<file path="config.mk">
export PLATFORM = sky130hd
export DESIGN_NAME = vec_accum
export DESIGN_NICKNAME = d
export VERILOG_FILES = /design/src/rtl/vec_accum.sv
export SDC_FILE = /design/constraint.sdc
export NUM_CORES = 1
export LEC_CHECK = 0
export ABC_AREA = 1
export BUFFER_PORTS_ARGS = -buffer_cell sky130_fd_sc_hd__buf_2
export CORE_ASPECT_RATIO = 1.1
export CORE_MARGIN = 8
export CORE_UTILIZATION = 57
export DETAILED_ROUTE_END_ITERATION = 6
export PLACE_DENSITY = 0.82
export SYNTH_ARGS = -nofsm -noshare
export SYNTH_HDL_FRONTEND = slang
export SYNTH_SLANG_ARGS = --single-unit
</file>
<file path="constraint.sdc">
create_clock -name clock -period 3.3 [get_ports clock]
set_clock_uncertainty 0.15 [all_clocks]
set_input_delay 0.165 -clock clock [delete_from_list [all_inputs] [get_ports clock]]
set_output_delay 0.165 -clock clock [all_outputs]
set_load 0.01 [all_outputs]
</file>
<file path="src/rtl/vec_accum.sv">
// Vector accumulator: sums a job of `len` signed fixed-point vectors lane by lane,
// saturating at every add, and presents the result with a sticky per-lane saturation flag.
module vec_accum #(
    parameter int ARR_WIDTH = 4,
    parameter int FXP_N     = 16,
    parameter int LEN_W     = 8
) (
    input  logic                                    clock,
    input  logic                                    reset_n,
    input  logic                                    start,
    input  logic [LEN_W-1:0]                        len,
    input  logic                                    in_valid,
    output logic                                    in_ready,
    input  logic signed [ARR_WIDTH-1:0][FXP_N-1:0]  in_vec,
    output logic                                    out_valid,
    input  logic                                    out_ready,
    output logic signed [ARR_WIDTH-1:0][FXP_N-1:0]  out_vec,
    output logic [ARR_WIDTH-1:0]                    out_sat,
    output logic                                    busy
);

    typedef enum logic [1:0] {
        IDLE,
        ACCUM,
        OUT
    } state_t;

    state_t                               state;
    state_t                               state_next;
    logic [LEN_W-1:0]                     remaining;
    logic signed [ARR_WIDTH-1:0][FXP_N-1:0] acc;
    logic signed [ARR_WIDTH-1:0][FXP_N-1:0] acc_sum;
    logic [ARR_WIDTH-1:0]                 sat;
    logic [ARR_WIDTH-1:0]                 lane_ovf;
    logic                                 load;
    logic                                 take;

    always_ff @(posedge clock or negedge reset_n) begin
        if (!reset_n) begin
            state <= IDLE;
        end else begin
            state <= state_next;
        end
    end

    always_comb begin
        state_next = state;
        in_ready   = 1'b0;
        out_valid  = 1'b0;
        busy       = 1'b0;
        load       = 1'b0;
        case (state)
            IDLE: begin
                if (start && (len != '0)) begin
                    state_next = ACCUM;
                    load       = 1'b1;
                end
            end
            ACCUM: begin
                in_ready = 1'b1;
                busy     = 1'b1;
                if (in_valid && (remaining == LEN_W'(1))) begin
                    state_next = OUT;
                end
            end
            OUT: begin
                out_valid = 1'b1;
                busy      = 1'b1;
                if (out_ready) begin
                    state_next = IDLE;
                end
            end
            default: begin
                state_next = IDLE;
            end
        endcase
    end

    assign take = in_valid && in_ready;

    // One extra bit per lane catches overflow: the top two bits disagree exactly when the sum left range.
    for (genvar i = 0; i < ARR_WIDTH; i++) begin : g_lane
        logic [FXP_N:0] wide;
        assign wide        = {acc[i][FXP_N-1], acc[i]} + {in_vec[i][FXP_N-1], in_vec[i]};
        assign lane_ovf[i] = wide[FXP_N] ^ wide[FXP_N-1];
        assign acc_sum[i]  = !lane_ovf[i] ? wide[FXP_N-1:0]
                           : wide[FXP_N] ? {1'b1, {(FXP_N-1){1'b0}}}
                           :               {1'b0, {(FXP_N-1){1'b1}}};
    end

    always_ff @(posedge clock or negedge reset_n) begin
        if (!reset_n) begin
            acc       <= '0;
            sat       <= '0;
            remaining <= '0;
        end else if (load) begin
            acc       <= '0;
            sat       <= '0;
            remaining <= len;
        end else if (take) begin
            acc       <= acc_sum;
            sat       <= sat | lane_ovf;
            remaining <= remaining - LEN_W'(1);
        end
    end

    // The accumulator only moves on handshakes, so it doubles as the held output in OUT and IDLE.
    assign out_vec = acc;
    assign out_sat = sat;

endmodule
</file>
# ---- Yosys cells after proc, flatten, opt, wreduce, memory -nomap -nowiden
# Index checks and enable logic that the tools add are counted.
dict set report word_totals {
  reg_bits 78
  output_inout_bits 71
}
dict set report op_classes {
  addsub 5
  eq_ne 6
  muxes 23
  n_bitwise 5
  reduce_logical 8
}
# operator n
set ops {}
lappend ops {{two-way mux 16 bit} 8}
lappend ops {{two-way mux 64 bit} 2}
lappend ops {{adder 16 x 16 -> 17 bit} 4}
lappend ops {{two-way mux 8 bit} 2}
lappend ops {{equality test 8 x 1 -> 1 bit (second input constant)} 1}
lappend ops {{two-way mux 4 bit} 2}
lappend ops {{nonzero test 8 bit} 1}
lappend ops {{subtractor 8 x 1 -> 8 bit (second input constant)} 1}
lappend ops {{two-way mux 2 bit} 3}
lappend ops {{inequality test 2 bit (second input constant)} 3}
lappend ops {{one-hot mux 2 bit (3 select lines)} 1}
lappend ops {{two-way mux 1 bit} 5}
lappend ops {{bitwise OR 4 bit} 1}
lappend ops {{XOR 1 bit} 4}
lappend ops {{logical AND 1 bit} 3}
lappend ops {{AND reduction 3 bit} 1}
lappend ops {{equality test 2 x 1 -> 1 bit (second input constant)} 1}
lappend ops {{equality test 2 bit (second input constant)} 1}
lappend ops {{logical NOT 2 bit} 1}
lappend ops {{nonzero test 2 bit} 1}
lappend ops {{OR reduction 2 bit} 1}

# ---- Depth between registers and ports, before layout
# Gate-level depths: netlist of the first run.
dict set report depth {
  word_depth 5
  depth_mapped 16
  mapped_depth_nobuf 15
}

# ---- Worst setup path after synthesis of the first run
# No wires, ideal clock.
dict set report synth_path {
  path_type {reg2reg}
  from {register acc, in the netlist out_vec[16]}
  to {register acc, in the netlist out_vec[18]}
  arrival_time_ns 2.676
  required_ns 3.032
  slack_ns 0.356
  stages_incl_launch_ff 16
  n_path_buf 1
  period_less_slack_ns 2.944
  path_cell_list {dfrtp_1 ha_1 fa_1 nand2_1 nand3_1 nand2_1 o21ai_2 nand2_1 nand3_1 and2_1 ha_1 inv_1 clkbuf_1 o21ai_0 nand3_1 nand2_1}
}
dict set report synth_between {
  elab_chain_len 5
  elab_cells_between_ends 6
  classes_between {add/sub (1); mux (4); bitwise (1)}
}
# item line_no
set synth_rtl {}
lappend synth_rtl {{start, declared} 31} ;# logic signed [ARR_WIDTH-1:0][FXP_N-1:0] acc;
lappend synth_rtl {{start signal, assigned} 101} ;# acc <= acc_sum;
lappend synth_rtl {{adder 16 x 16 -> 17 bit (*)} 84} ;# assign wide = {acc[i][FXP_N-1], acc[i]} + {in_vec[i][FXP_N-1], in_vec[i]};
lappend synth_rtl {{two-way mux 16 bit / XOR 1 bit (equally long branches)} {87, 85}}
lappend synth_rtl {{two-way mux 16 bit (*)} 86} ;# assign acc_sum[i] = !lane_ovf[i] ? wide[FXP_N-1:0]
lappend synth_rtl {{two-way mux 64 bit (*)} 100} ;# end else if (take) begin
lappend synth_rtl {{two-way mux 64 bit (*)} 96} ;# end else if (load) begin
# Mark *: on every way between the ends. The rest lies on a longest branch, timed or not. The select of a mux whose other input is x is not followed.
# A chain may end at the register's enable or synchronous reset.

# ---- Worst setup path after layout of the first run
dict set report layout_path {
  from {register acc, in the netlist out_vec[0]}
  to {register acc, in the netlist out_vec[2]}
}
# Same word-level chain as after synthesis.

==> metrics, run 1 <==
status=finished, final reports clean; XOR/XNOR share of the synthesized area=3.23%; Placed Instance Area=0.00817 mm²; Seq cells post-synth=78; die width=124 µm; layout cells sized above 1=17.3%; Clock Sinks=78; Final setup viols=0; number of port buffers=147; hold crit path type=input pin to flop; Synth top cells by count=nand2_1 (387), nand3_1 (143), inv_1 (113); DRC viols=0; ys flop type=dfrtp_1; share of the synthesized area in the top cell type=26.6%; Final Net Count=1411; hold depth=6; Skew-Pair Late Insertion Delay=0.35 ns; Distinct cells, synth=33; Global Route Usage Sum=24.2%; Die Area=0.0167 mm²; Initial Utilization=58.2%; final setup TNS=0 ns; Slew Viols, Final=0; R2R depth=15; main combinational cell family by area after synthesis=simple AND/OR/NAND/NOR gates; drt first pass iters=5; worst-path fanout max=7; f_max=325 MHz; design area=0.00869 mm²; WL/cell=14.5 µm; DIE HEIGHT=135 µm; vias per cell=5.48; Total Wirelength=20.6 mm; CP Capture Type=flop; Hold Fails Final Rpt=0; max cap viols=0; Num CTS Buffers=9; Post-Synth Simple-Gate Area=39.1%; CTS tree=built; most common cell in the netlist=nand2_1; Final min period=3.07 ns; mux share of post-synthesis cell area=0%; Syn Nets=1257; Post-synth ARST share=100%; startpoint types=flop; clk buf depth=2; Starting DRT DRC Count=568; Ports=148; clk slew on worst S/H paths=0.06 ns; Detail Placement HPWL=15.1 mm; clk root buf=clkbuf_16; Max H-tree Level=3; yosys warns=0; EDFF count, synth=0; Synth Area per Inst=6.66 µm²; post-synth top area cell=dfrtp_1; Slew @ Worst Pin=1.03 ns; post-synthesis compound-gate area fraction=9.19%; Post-DRT Antenna Nets=0; Synth area leaders=dfrtp_1 (27%), nand2_1 (20%), ha_1 (13%), nand3_1 (9.8%), inv_1 (5.8%); Final period util=93.1%; worst hold slack=0.107 ns; Layout area overhead=18.6%; cell area power density=1140 mW/mm²; Synth Area in Adders=14.1%; post-synthesis sequential area ratio=26.6%; Total Power=0.00990 W; VDD IR max=0.601 mV; Cell Area, Synth=0.00733 mm²; initial antenna violation count=1; routability congestion estimate=0.951; data arrival time of the critical path=3.21 ns; routed via count=7771; Leak=5.09 nW; area of the core=0.0126 mm²; Req. time, crit path=3.44 ns; unrepaired setup endpoints after global routing=false; crit path kind=flop to flop; first-pass GRT wire length=33.4 mm; vias in the first global route=7355; largest net degree at the start of global routing=79; Syn Inst Count=1100; gr ovfl total=0; Slew HR=31.0%; num rows=43
[timing repair]
| item | CTS | global route |
|---|---|---|
| hold buffers | 9 | 0 |
| endpoints found under the setup margin | 0 | 36 |
| resized for setup | 0 | 13 |
| buffers inserted | 0 | 2 |
| hold endpoints to repair | 86 | 0 |
[stage by stage]
| stage | setup WS (ns) | cells | utilization [%] |
|---|---|---|---|
| after floorplan | 0.356 | 1100 | - |
| after global placement | 0.286 | 1387 | 64.9 |
| after detailed placement | 0.183 | 1387 | 64.9 |
| after CTS | 0.143 | 1412 | 68.3 |
| after global routing | 0.0217 | 1417 | 69.0 |
| final | 0.226 | 1417 | 69.0 |
[cell type report]
cell class / instances / area, µm²
multi-input combinational: 885 / 4860
fill: 1095 / 3900
sequential: 78 / 1950
timing repair buffer: 162 / 886
inverter: 116 / 447
clock buffer: 13 / 270
tap: 157 / 196
clock inverter: 3 / 65.1
timing repair inverter: 2 / 15.0
antenna: 1 / 2.50
[final timing paths]
kind	to	start	slack [ns]
min in group asynchronous	out_vec[19]$_DFFE_PN0P_	reset_n	0.36
max in group asynchronous	out_vec[22]$_DFFE_PN0P_	reset_n	1.95
max reg2reg	out_vec[2]$_DFFE_PN0P_	out_vec[0]$_DFFE_PN0P_	0.23
min	out_vec[48]$_DFFE_PN0P_	in_vec[48]	0.11
min reg2reg	out_sat[2]$_DFFE_PN0P_	out_sat[2]$_DFFE_PN0P_	0.33
max	out_vec[2]$_DFFE_PN0P_	out_vec[0]$_DFFE_PN0P_	0.23
[state kept, by name, summed over array words and instances, names as in the netlist]
name       flops
out_sat        4
state          2
remaining      8
out_vec       64
[worst max-delay path, cell delays in order, from the launching register on]
cell and delay [ns]:
dfrtp_1 0.40, ha_1 0.23, fa_1 0.42, nand2_1 0.10, nand3_1 0.09, nand2_1 0.12
o21ai_2 0.10, nand2_1 0.09, nand3_1 0.15, and2_1 0.22, ha_2 0.43, clkinvlp_4 0.11
buf_4 0.16, o21ai_0 0.07, nand3_1 0.09, nand2_1 0.07
[layout by cell type (no fill, tap or decap), drive strengths merged]
cell         instances
a21o                 3
a21oi               59
a41oi                1
and2                 3
buf                153
bufinv               2
clkbuf              13
clkinv               2
clkinvlp             5
dfrtp               78
diode                1
dlygate4sd3          9
fa                   4
ha                  76
inv                112
nand2              399
nand3              149
nand3b               7
nand4               14
nor2                69
nor3                 5
nor4                 5
o211ai               6
o21ai               40
o21bai               7
or2                 11
xnor2               13
xor2                14
[where the power goes]
part	total, W	internal [W]	switching, W
logic	0.00693	0.00256	0.00437
clock network	0.00114	0.000724	0.000412
registers	0.00183	0.00143	0.000406
[kinds of logic after synthesis]
group	count (synthesis)
AO/OA/AOI/OAI	116
XOR/XNOR	27
adder cells (fa/ha/maj)	80
buffers and inverters	137
flip-flops	78
AND/OR/NAND/NOR	662
[metal layers]
layer | vias up | global-route usage, % | part of all wire (%)
met5 | - | 0 | 0
met3 | 37 | 3.55 | 6.0
met2 | 277 | 42.0 | 49
met1 | 3552 | 29.5 | 43
met4 | 0 | 8.80 | 2.2
li1 | 3905 | - | -
(Power assumes the default switching activity.)
==> run 2, diff against run 1 <==
--- a/config.mk
+++ b/config.mk
@@ -9,9 +9,9 @@
 export BUFFER_PORTS_ARGS = -buffer_cell sky130_fd_sc_hd__buf_2
 export CORE_ASPECT_RATIO = 1.1
 export CORE_MARGIN = 8
-export CORE_UTILIZATION = 57
+export CORE_UTILIZATION = 61
 export DETAILED_ROUTE_END_ITERATION = 6
-export PLACE_DENSITY = 0.82
+export PLACE_DENSITY = 0.95
 export SYNTH_ARGS = -nofsm -noshare
 export SYNTH_HDL_FRONTEND = slang
 export SYNTH_SLANG_ARGS = --single-unit
==> constraint.sdc (replaced) <==
create_clock -name clock -period 3.87 [get_ports clock]
set_clock_uncertainty 0.15 [all_clocks]
set_input_delay 0.1935 -clock clock [delete_from_list [all_inputs] [get_ports clock]]
set_output_delay 0.1935 -clock clock [all_outputs]
set_load 0.01 [all_outputs]
==> run 2 against run 1 <==
  * Combinational power is 19% lower
  * Global-route usage increased by 2.8 points
  * Power fell by 19%
  * Sequential share of layout area grew 0.42 points
  * Setup slack improved by 0.43 ns
  * Critical path type unchanged
==> metrics, run 2 (same netlist as run 1, synthesis figures left out) <==
num rows=42; cell area power density=938 mW/mm²; final setup TNS=0 ns; Antenna diodes=0; clk slew on worst S/H paths=0.07 ns; Final Net Count=1406; worst-path fanout max=12; vias in the first global route=7877; CP most frequent cell=nand2_1; Initial Utilization=61.7%; Finished Layout Cells=1407; area of the core=0.0119 mm²; die width=120 µm; clk root buf=clkbuf_16; max reg flops=64; f_max=311 MHz; number of port buffers=147; CP Capture Type=flop; met3 WL post-DR=1.55 mm; Post-DRT Antenna Nets=0; FILL cells=985; Final period util=83.1%; clk buf depth=2; drt first pass iters=7; routed via count=8057; WL/cell=15.0 µm; most frequent cells in the layout=nand2_1 (387), buf_2 (146), nand3_1 (143), inv_1 (113), dfrtp_1 (78); startpoint types=flop; Clock Sinks=78; Num CTS Buffers=9; Max H-tree Level=3; routability congestion estimate=0.941; Slew Viols, Final=0; Skew-Pair Late Insertion Delay=0.35 ns; Top Layer Used=met4; max cap viols=0; status=finished, final reports clean; critical path cell sequence=ha_1 -> fa_1 -> nand2_1 -> nand3_1 -> nand2_1 -> o21ai_2 -> nand2_1 -> nand3_1 -> and2_1 -> ha_1 -> inv_1 -> o21ai_0 -> nand3_1 -> nand2_1; Register Area=0.00195 mm²; crit path kind=flop to flop; CTS tree=built; Slew HR=30.4%; M1 WL=8.52 mm; Hold Fails Final Rpt=0; unrepaired setup endpoints after global routing=false; met2 wire len=10.4 mm; Ports=148; Final setup viols=0; commonest non-fill, non-tap cell in the layout=nand2_1; Slew @ Worst Pin=1.04 ns; cts repair resizes=0; DP Worst Slack=0.696 ns; Global Route Usage Sum=27.1%; dpl cells=1383; area of the multi-input gates=0.00481 mm²; Total Power=0.00800 W; hold crit path type=input pin to flop; Leak=5.06 nW; Total Wirelength=21.2 mm; vias per cell=5.73; Die Area=0.0158 mm²; Starting DRT DRC Count=717; worst setup margin=0.652 ns; max incr delay on CP=0.43 ns; Final min period=3.22 ns; data arrival time of the critical path=3.30 ns; gr ovfl total=0; DRC viols=0; VDD IR max=0.633 mV; layout cells sized above 1=16.3%; Detail Placement HPWL=15.5 mm; Req. time, crit path=3.95 ns; Layout area overhead=16.4%; DIE HEIGHT=131 µm; largest net degree at the start of global routing=79; first-pass GRT wire length=35.2 mm; Slowest-stage cell, CP=fa_1; initial antenna violation count=0
[run 2: where the power goes]
group / switching [W] / total, W / leakage (nW) / internal (W)
Combinational: 0.00361 / 0.00562 / 3.90 / 0.00201
Clock: 0.000346 / 0.000812 / 0.133 / 0.000466
Sequential: 0.000353 / 0.00157 / 1.03 / 0.00122
[run 2: path summary, 6_finish.rpt]
kind / from / to / slack [ns] / cells past startpoint
min in group asynchronous: reset_n / out_vec[55]$_DFFE_PN0P_ / 0.44 / 2
worst min register to register: out_sat[2]$_DFFE_PN0P_ / out_sat[2]$_DFFE_PN0P_ / 0.33 / 2
worst max register to register: out_vec[16]$_DFFE_PN0P_ / out_vec[18]$_DFFE_PN0P_ / 0.65 / 14
worst max-delay path: out_vec[16]$_DFFE_PN0P_ / out_vec[18]$_DFFE_PN0P_ / 0.65 / 14
max in group asynchronous: reset_n / out_vec[42]$_DFFE_PN0P_ / 2.47 / 2
worst min-delay path: in_vec[0] / out_vec[0]$_DFFE_PN0P_ / 0.15 / 5
[run 2: layout make-up]
| cell class | instances | area share [%] |
|---|---|---|
| inverter | 116 | 5.10 |
| clock inverter | 1 | 0.0587 |
| timing repair buffer | 159 | 10.3 |
| sequential | 78 | 22.9 |
| clock buffer | 14 | 3.09 |
| tap | 154 | 2.26 |
| multi-input combinational | 885 | 56.3 |
[run 2: per-stage QoR]
step	hold slack [ns]	utilization [%]	instance area (µm²)
after floorplan	-0.252	-	7330
after global placement	0.275	68.8	8170
after detailed placement	0.282	68.8	8170
after CTS	0.132	71.8	8530
after global routing	0.176	71.8	8530
final	0.146	71.8	8530
[run 2: critical path, delay by kind of cell (launching register included)]
| family | cells | cell delay, ns |
|---|---|---|
| fa+ha+maj | 3 | 1.05 |
| simple gates | 8 | 0.90 |
| flops | 1 | 0.39 |
| buf+inv | 1 | 0.36 |
| compound gates | 2 | 0.25 |
[run 2: per-layer routing]
| metal | global-route usage, % | up-vias |
|---|---|---|
| li1 | - | 3889 |
| met1 | 30.9 | 3732 |
| met2 | 47.8 | 362 |
| met3 | 5.11 | 74 |
| met4 | 13.4 | 0 |
| met5 | 0 | - |
[run 2: repair_timing]
action	4_1_cts	5_1_grt
hold endpoints to repair	86	0
buffers inserted	0	0
hold buffers	9	0
